$ cat config.mk
export PLATFORM = sky130hd
export DESIGN_NAME = dac_sample_buffer
export DESIGN_NICKNAME = d
export VERILOG_FILES = /design/src/rtl/dac_sample_buffer_pkg.sv /design/src/rtl/sample_fifo.sv /design/src/rtl/dac_sample_buffer.sv
export SDC_FILE = /design/constraint.sdc
export NUM_CORES = 1
export LEC_CHECK = 0
export BUFFER_PORTS_ARGS = -buffer_cell sky130_fd_sc_hd__buf_2
export CELL_PAD_IN_SITES_DETAIL_PLACEMENT = 0
export CELL_PAD_IN_SITES_GLOBAL_PLACEMENT = 1
export CORE_ASPECT_RATIO = 0.6
export CORE_MARGIN = 2
export CORE_UTILIZATION = 45
export CTS_CLUSTER_SIZE = 20
export DETAILED_ROUTE_END_ITERATION = 8
export PLACE_DENSITY_LB_ADDON = 0.25
export SYNTH_ARGS = -nofsm -noshare
export SYNTH_HDL_FRONTEND = slang
export SYNTH_SLANG_ARGS = --single-unit
$ cat constraint.sdc
create_clock -name clk -period 4.35 [get_ports clk]
set_clock_uncertainty 0.15 [all_clocks]
set_input_delay 0.435 -clock clk [delete_from_list [all_inputs] [get_ports clk]]
set_output_delay 0.435 -clock clk [all_outputs]
set_load 0.02 [all_outputs]
$ cat src/rtl/dac_sample_buffer_pkg.sv
// Shared types and constants for the DAC sample buffer: FSM state encoding,
// default sample width and the mid-scale code helper.
package dac_sample_buffer_pkg;

   typedef enum logic [1:0] {
      ST_IDLE   = 2'd0,
      ST_RUN    = 2'd1,
      ST_DRAIN  = 2'd2,
      ST_FINISH = 2'd3
   } state_t;

   localparam int DAC_WIDTH = 13;

   // Offset-binary zero: only the MSB set.
   function automatic int mid_scale(input int w);
      return 1 << (w - 1);
   endfunction

endpackage

$ cat src/rtl/sample_fifo.sv
// Synchronous FIFO holding {I,Q} words; head is presented combinationally on rdata.
// Pointers wrap naturally at DEPTH (power of two); count is one bit wider than the pointers.
module sample_fifo #(
   parameter int W     = 26,
   parameter int DEPTH = 16
) (
   input  logic                     clk,
   input  logic                     reset_n,
   input  logic                     push,
   input  logic [W-1:0]             wdata,
   input  logic                     pop,
   output logic [W-1:0]             rdata,
   output logic [$clog2(DEPTH):0]   count,
   output logic                     full,
   output logic                     empty
);

   localparam int AW = $clog2(DEPTH);

   logic [W-1:0]  mem [DEPTH];
   logic [AW-1:0] wr_ptr;
   logic [AW-1:0] rd_ptr;
   logic [AW:0]   cnt;

   // Storage is not reset; validity is tracked by cnt alone.
   always_ff @(posedge clk) begin
      if (push) begin
         mem[wr_ptr] <= wdata;
      end
   end

   always_ff @(posedge clk or negedge reset_n) begin
      if (!reset_n) begin
         wr_ptr <= '0;
         rd_ptr <= '0;
         cnt    <= '0;
      end else begin
         if (push) begin
            wr_ptr <= wr_ptr + 1'b1;
         end
         if (pop) begin
            rd_ptr <= rd_ptr + 1'b1;
         end
         case ({push, pop})
            2'b10:   cnt <= cnt + 1'b1;
            2'b01:   cnt <= cnt - 1'b1;
            default: cnt <= cnt;
         endcase
      end
   end

   assign rdata = mem[rd_ptr];
   assign count = cnt;
   assign full  = (cnt == (AW+1)'(DEPTH));
   assign empty = (cnt == '0);

endmodule

$ cat src/rtl/dac_sample_buffer.sv
// Buffers generator I/Q samples and replays them to the DAC at one sample per DIV clocks.
// Build macro DAC_OFFSET_BINARY_EN selects offset-binary DAC codes (MSB inverted, mid-scale idle).
//
// state  | meaning
// IDLE   | waiting for start; generator disabled; DAC outputs hold
// RUN    | accepting samples while not full; playback once PREFILL reached
// DRAIN  | generator done; playback continues until the FIFO is empty
// FINISH | one cycle: enable releases the generator, frame_done pulses
module dac_sample_buffer
   import dac_sample_buffer_pkg::*;
#(
   parameter int WIDTH   = DAC_WIDTH,
   parameter int DEPTH   = 16,
   parameter int DIV     = 16,
   parameter int PREFILL = 8
) (
   input  logic             clk,
   input  logic             reset_n,
   input  logic             start,
   input  logic             gen_valid,
   input  logic [WIDTH-1:0] gen_i,
   input  logic [WIDTH-1:0] gen_q,
   input  logic             gen_done,
   output logic             gen_enable,
   output logic [WIDTH-1:0] dac_i,
   output logic [WIDTH-1:0] dac_q,
   output logic             dac_strobe,
   output logic             underrun,
   output logic             busy,
   output logic             frame_done
);

   localparam int CW = $clog2(DEPTH) + 1;
   localparam int DW = $clog2(DIV);

`ifdef DAC_OFFSET_BINARY_EN
   localparam logic [WIDTH-1:0] IDLE_CODE = WIDTH'(mid_scale(WIDTH));
`else
   localparam logic [WIDTH-1:0] IDLE_CODE = '0;
`endif

   function automatic logic [WIDTH-1:0] to_dac(input logic [WIDTH-1:0] s);
`ifdef DAC_OFFSET_BINARY_EN
      return {~s[WIDTH-1], s[WIDTH-2:0]};
`else
      return s;
`endif
   endfunction

   state_t               state;
   state_t               state_nxt;
   logic                 armed;
   logic [DW-1:0]        div_cnt;
   logic [CW-1:0]        count;
   logic                 full;
   logic                 empty;
   logic [2*WIDTH-1:0]   head;
   logic                 push;
   logic                 pop;
   logic                 playing;
   logic                 tick;
   logic                 starve;

   assign playing = armed && (state == ST_RUN || state == ST_DRAIN);
   assign tick    = playing && (div_cnt == DW'(DIV - 1));
   assign pop     = tick && !empty;
   // An empty tick is an underrun even if a push lands in the same cycle.
   assign starve  = tick && empty && (state == ST_RUN);
   assign push    = gen_valid && gen_enable && (state == ST_RUN) && !gen_done;
   assign busy    = (state != ST_IDLE);

   sample_fifo #(
      .W     (2 * WIDTH),
      .DEPTH (DEPTH)
   ) u_fifo (
      .clk     (clk),
      .reset_n (reset_n),
      .push    (push),
      .wdata   ({gen_i, gen_q}),
      .pop     (pop),
      .rdata   (head),
      .count   (count),
      .full    (full),
      .empty   (empty)
   );

   always_comb begin
      state_nxt  = state;
      gen_enable = 1'b0;
      frame_done = 1'b0;
      case (state)
         ST_IDLE: begin
            if (start) begin
               state_nxt = ST_RUN;
            end
         end
         ST_RUN: begin
            gen_enable = !full;
            if (gen_done) begin
               state_nxt = ST_DRAIN;
            end
         end
         ST_DRAIN: begin
            if (empty) begin
               state_nxt = ST_FINISH;
            end
         end
         ST_FINISH: begin
            gen_enable = 1'b1;
            frame_done = 1'b1;
            state_nxt  = ST_IDLE;
         end
         default: state_nxt = ST_IDLE;
      endcase
   end

   always_ff @(posedge clk or negedge reset_n) begin
      if (!reset_n) begin
         state <= ST_IDLE;
      end else begin
         state <= state_nxt;
      end
   end

   always_ff @(posedge clk or negedge reset_n) begin
      if (!reset_n) begin
         armed <= 1'b0;
      end else if (state == ST_IDLE) begin
         armed <= 1'b0;
      end else if (state == ST_RUN && (gen_done || count >= CW'(PREFILL))) begin
         armed <= 1'b1;
      end
   end

   always_ff @(posedge clk or negedge reset_n) begin
      if (!reset_n) begin
         div_cnt <= '0;
      end else if (!playing || tick) begin
         div_cnt <= '0;
      end else begin
         div_cnt <= div_cnt + 1'b1;
      end
   end

   always_ff @(posedge clk or negedge reset_n) begin
      if (!reset_n) begin
         dac_i      <= '0;
         dac_q      <= '0;
         dac_strobe <= 1'b0;
         underrun   <= 1'b0;
      end else begin
         dac_strobe <= pop || starve;
         if (pop) begin
            dac_i <= to_dac(head[2*WIDTH-1:WIDTH]);
            dac_q <= to_dac(head[WIDTH-1:0]);
         end else if (starve) begin
            dac_i <= IDLE_CODE;
            dac_q <= IDLE_CODE;
         end
         if (starve) begin
            underrun <= 1'b1;
         end else if (state == ST_IDLE && start) begin
            underrun <= 1'b0;
         end
      end
   end

endmodule

==> results_dict.tcl <==
set metrics [dict create \
    outcome "completed" \
    synth.avg_cell_area_um2 21.6 \
    dpl_cell_area_um2 19000 \
    diodes 0 \
    path_cells "or4_4 > o311a_4 > inv_2 > ha_1 > xor2_1 > ha_1 > o211a_1 > o31ai_1 > a31oi_1 > xnor2_1" \
    rsz0062_at_grt "false" \
    gr-total-overflow 0 \
    hpwl_um 21400 \
    syn_inst 830 \
    cts_buffer_depth 3 \
    io_buffers 61 \
    syn_area_um2 17900 \
    fill_cells 3048 \
    clockRootBuffer "clkbuf_16" \
    num_rows 56 \
    grt_pass1_wl_um 55400 \
    cts_tree "yes" \
    yosys.cell_types.count 42 \
    start_util_pct 45.8 \
    min_period_over_period_pct 77.3 \
    cts-htree-levels 2 \
    die_x_um 262 \
    cp-end-kind "flip-flop" \
    ant_nets 0 \
    grt_pass1_vias 8429 \
    r2r_start "u_fifo.count[1]$_DFFE_PN0P_" \
    wire_per_inst_um 25.0 \
    holdPathEnd "underrun$_DFFE_PN0P_" \
    power_density_nw_per_um2 447 \
    syn_nets 875 \
    cts_resized 0 \
    gr-usage-all-layers_pct 18.4 \
    critPathLaunchType "flip-flop" \
    drt_iter0_markers 593 \
    path_clk_slew_ns 0.07 \
    hold_start "start" \
    p_leak_nw 6.51 \
    holdWs_ns 0.0988 \
    worstRegToRegCells 10 \
    dp.cells 1399 \
    antenna_found_initial 0 \
    max_slew.worst_pin.slew_ns 1.01 \
    syn_to_final_growth_pct 13.3 \
    stdcell_area_um2 20300 \
    cts_setup_buffers 0 \
    reg2reg_to "u_fifo.count[4]$_DFFE_PN0P_" \
    crit_family "compound AO/OA/AOI/OAI gates" \
    fmax_mhz 298 \
    hp-class "primary input to flip-flop" \
    worstPathMaxFanout 11 \
    peakVddDrop_mv 0.283 \
    clkPwrFrac_pct 38.8 \
    drv_cap 0 \
    reg2reg_slack_ns 0.99 \
    slew_viol_final 0 \
    viasPerCell 5.58 \
    die_y_um 159 \
    combPwrFrac_pct 5.5 \
    yosysSeqAreaShare_pct 76.4 \
    switching_share_pct 21.7 \
    yosys_warnings 0 \
    place.gp.congestion 0.766 \
    setup_viol 0 \
    core_um2 39200 \
    drt_wl_total_um 36900 \
    cts_buffers 42 \
    critPathMaxStageDelay_ns 0.61 \
    ioPinCount 62 \
    routed-via-count 8237 \
    finalNonFillerCells 1475 \
    synth_edf_count 416 \
    crit_arrival_ns 3.63 \
    hold_buffers 1 \
    worstPathRequired_ns 4.62 \
    drc_errors 0 \
    ys_seq_elements 464 \
    cpMostUsedCell "ha_1" \
    slowest_stage "or4_4" \
    relSlewSlack_pct 32.5 \
    grt_max_degree 51 \
    die-area_um2 41500 \
    cts.sinks 464 \
    drive_gt1_share_pct 29.1 \
    critPathKind "flip-flop to flip-flop" \
    nNetsFinal 967 \
    utilization_pct 51.9 \
    drtPass1Iterations 5 \
    hold_depth 4 \
    ys.flop_type "edfxtp_1" \
    total_power_mw 9.08 \
    hold_viol 0 \
    internal_power_mw 7.11 \
    clock_latency_ns 0.54 \
    crit_buf_inv 1 \
    min_period_ns 3.36 \
    async_flop_share_pct 10.3 \
    power_frac_seq_pct 55.8 \
    p_switching_mw 1.97 \
]
## tightest hold or removal path, stage by stage
cell and delay, ns:
buf_2 0.09, inv_1 0.06, o21ai_0 0.07, o21ai_0 0.07
## cell type report
cell class                 count  area [um2]  area share, %
clock buffer                  61        1160           5.73
timing repair buffer          90         563           2.77
tap                          522         653           3.21
sequential                   464       13700           67.5
multi-input combinational    309        4050           19.9
clock inverter                14         128          0.628
inverter                      15        56.3          0.277
## how the worst max path moves through the flow
stage                                            from                          end  slack (ns)  cells after the start
after global routing      u_fifo.count[1]$_DFFE_PN0P_  u_fifo.count[4]$_DFFE_PN0P_        0.81                     10
after floorplan                  state[1]$_DFFE_PN0P_   u_fifo.mem[3][0]$_DFFE_PP_       -0.08                      6
after global placement    u_fifo.count[1]$_DFFE_PN0P_  u_fifo.count[4]$_DFFE_PN0P_        1.05                     10
after detailed placement  u_fifo.count[1]$_DFFE_PN0P_  u_fifo.count[4]$_DFFE_PN0P_        1.02                     10
final                     u_fifo.count[1]$_DFFE_PN0P_  u_fifo.count[4]$_DFFE_PN0P_        0.99                     10
after CTS                 u_fifo.count[1]$_DFFE_PN0P_  u_fifo.count[4]$_DFFE_PN0P_         1.0                     10
## synthesized netlist by cell type (all sizes together), types with 2 or more instances
cell type / n / area (um2)
ha: 14 / 175
nand2b: 3 / 18.8
mux2i: 52 / 521
edfxtp: 416 / 12500
inv: 15 / 56.3
nor4: 9 / 56.3
o21ai: 7 / 35.0
nand3: 4 / 20.0
clkbuf: 16 / 60.1
and2: 6 / 37.5
mux2: 3 / 33.8
nor2b: 2 / 12.5
a21oi: 4 / 20.0
nand2: 32 / 120
nand4: 2 / 12.5
o221ai: 26 / 228
xnor2: 8 / 70.1
xor2: 5 / 43.8
nor2: 12 / 47.6
dfrtp: 48 / 1200
mux4: 104 / 2340
buf: 26 / 151
and3: 3 / 23.8
## metrics by stage
step                worst slack [ns]  setup TNS (ns)
floorplan                    -0.0798          -16.59
global placement                1.05               0
detailed placement              1.02               0
CTS                            0.998               0
global route                   0.807               0
finish                         0.989               0
## logic make-up (layout without fill, tap and decap cells)
kind of cell / count (synthesis) / in the layout / synth area share [%]
flip-flops: 464 / 464 / 76.4
multiplexers: 159 / 159 / 16.2
XOR/XNOR: 13 / 13 / 0.635
adder cells (fa/ha/maj): 14 / 14 / 0.977
buffers and inverters: 57 / 180 / 1.49
AO/OA/AOI/OAI: 47 / 47 / 2.25
AND/OR/NAND/NOR: 76 / 76 / 2.09
## sequential cells by signal, indices dropped and copies added, names as in the netlist
name,cells
armed,1
dac_i,13
dac_q,13
dac_strobe,1
div_cnt,4
state,2
u_fifo.count,5
u_fifo.mem,416
u_fifo.rd_ptr,4
u_fifo.wr_ptr,4
underrun,1
## layer usage
metal	up-vias	wire length, um	GRT usage [%]	share of wire (%)
li1	3613	-	-	-
met1	4358	17600	28.5	48
met2	220	16900	28.2	46
met3	46	1960	2.87	5.3
met4	0	485	3.30	1.3
met5	-	0	0	0
## power by group through the flow
stage / Sequential (mW) / Combinational, mW / Clock, mW
final: 5.06 / 0.495 / 3.52
after global routing: 5.07 / 0.549 / 3.79
after CTS: 5.06 / 0.501 / 3.61
after detailed placement: 5.15 / 0.498 / 0
after global placement: 5.15 / 0.490 / 0
after floorplan: 5.11 / 0.321 / 0
## layout by cell type (no fill, tap or decap), types with 5 or more instances in the layout
cell type    n
edfxtp_1   416
mux4_2     104
buf_2       61
mux2i_1     52
dfrtp_1     45
clkbuf_16   43
nand2_1     32
o221ai_1    26
buf_4       25
clkbuf_1    16
inv_1       14
ha_1        14
xnor2_1      8
nor4_2       8
nor2_1       7
o21ai_0      7
xor2_1       5
Note: power is estimated with default switching activity, not from simulation.
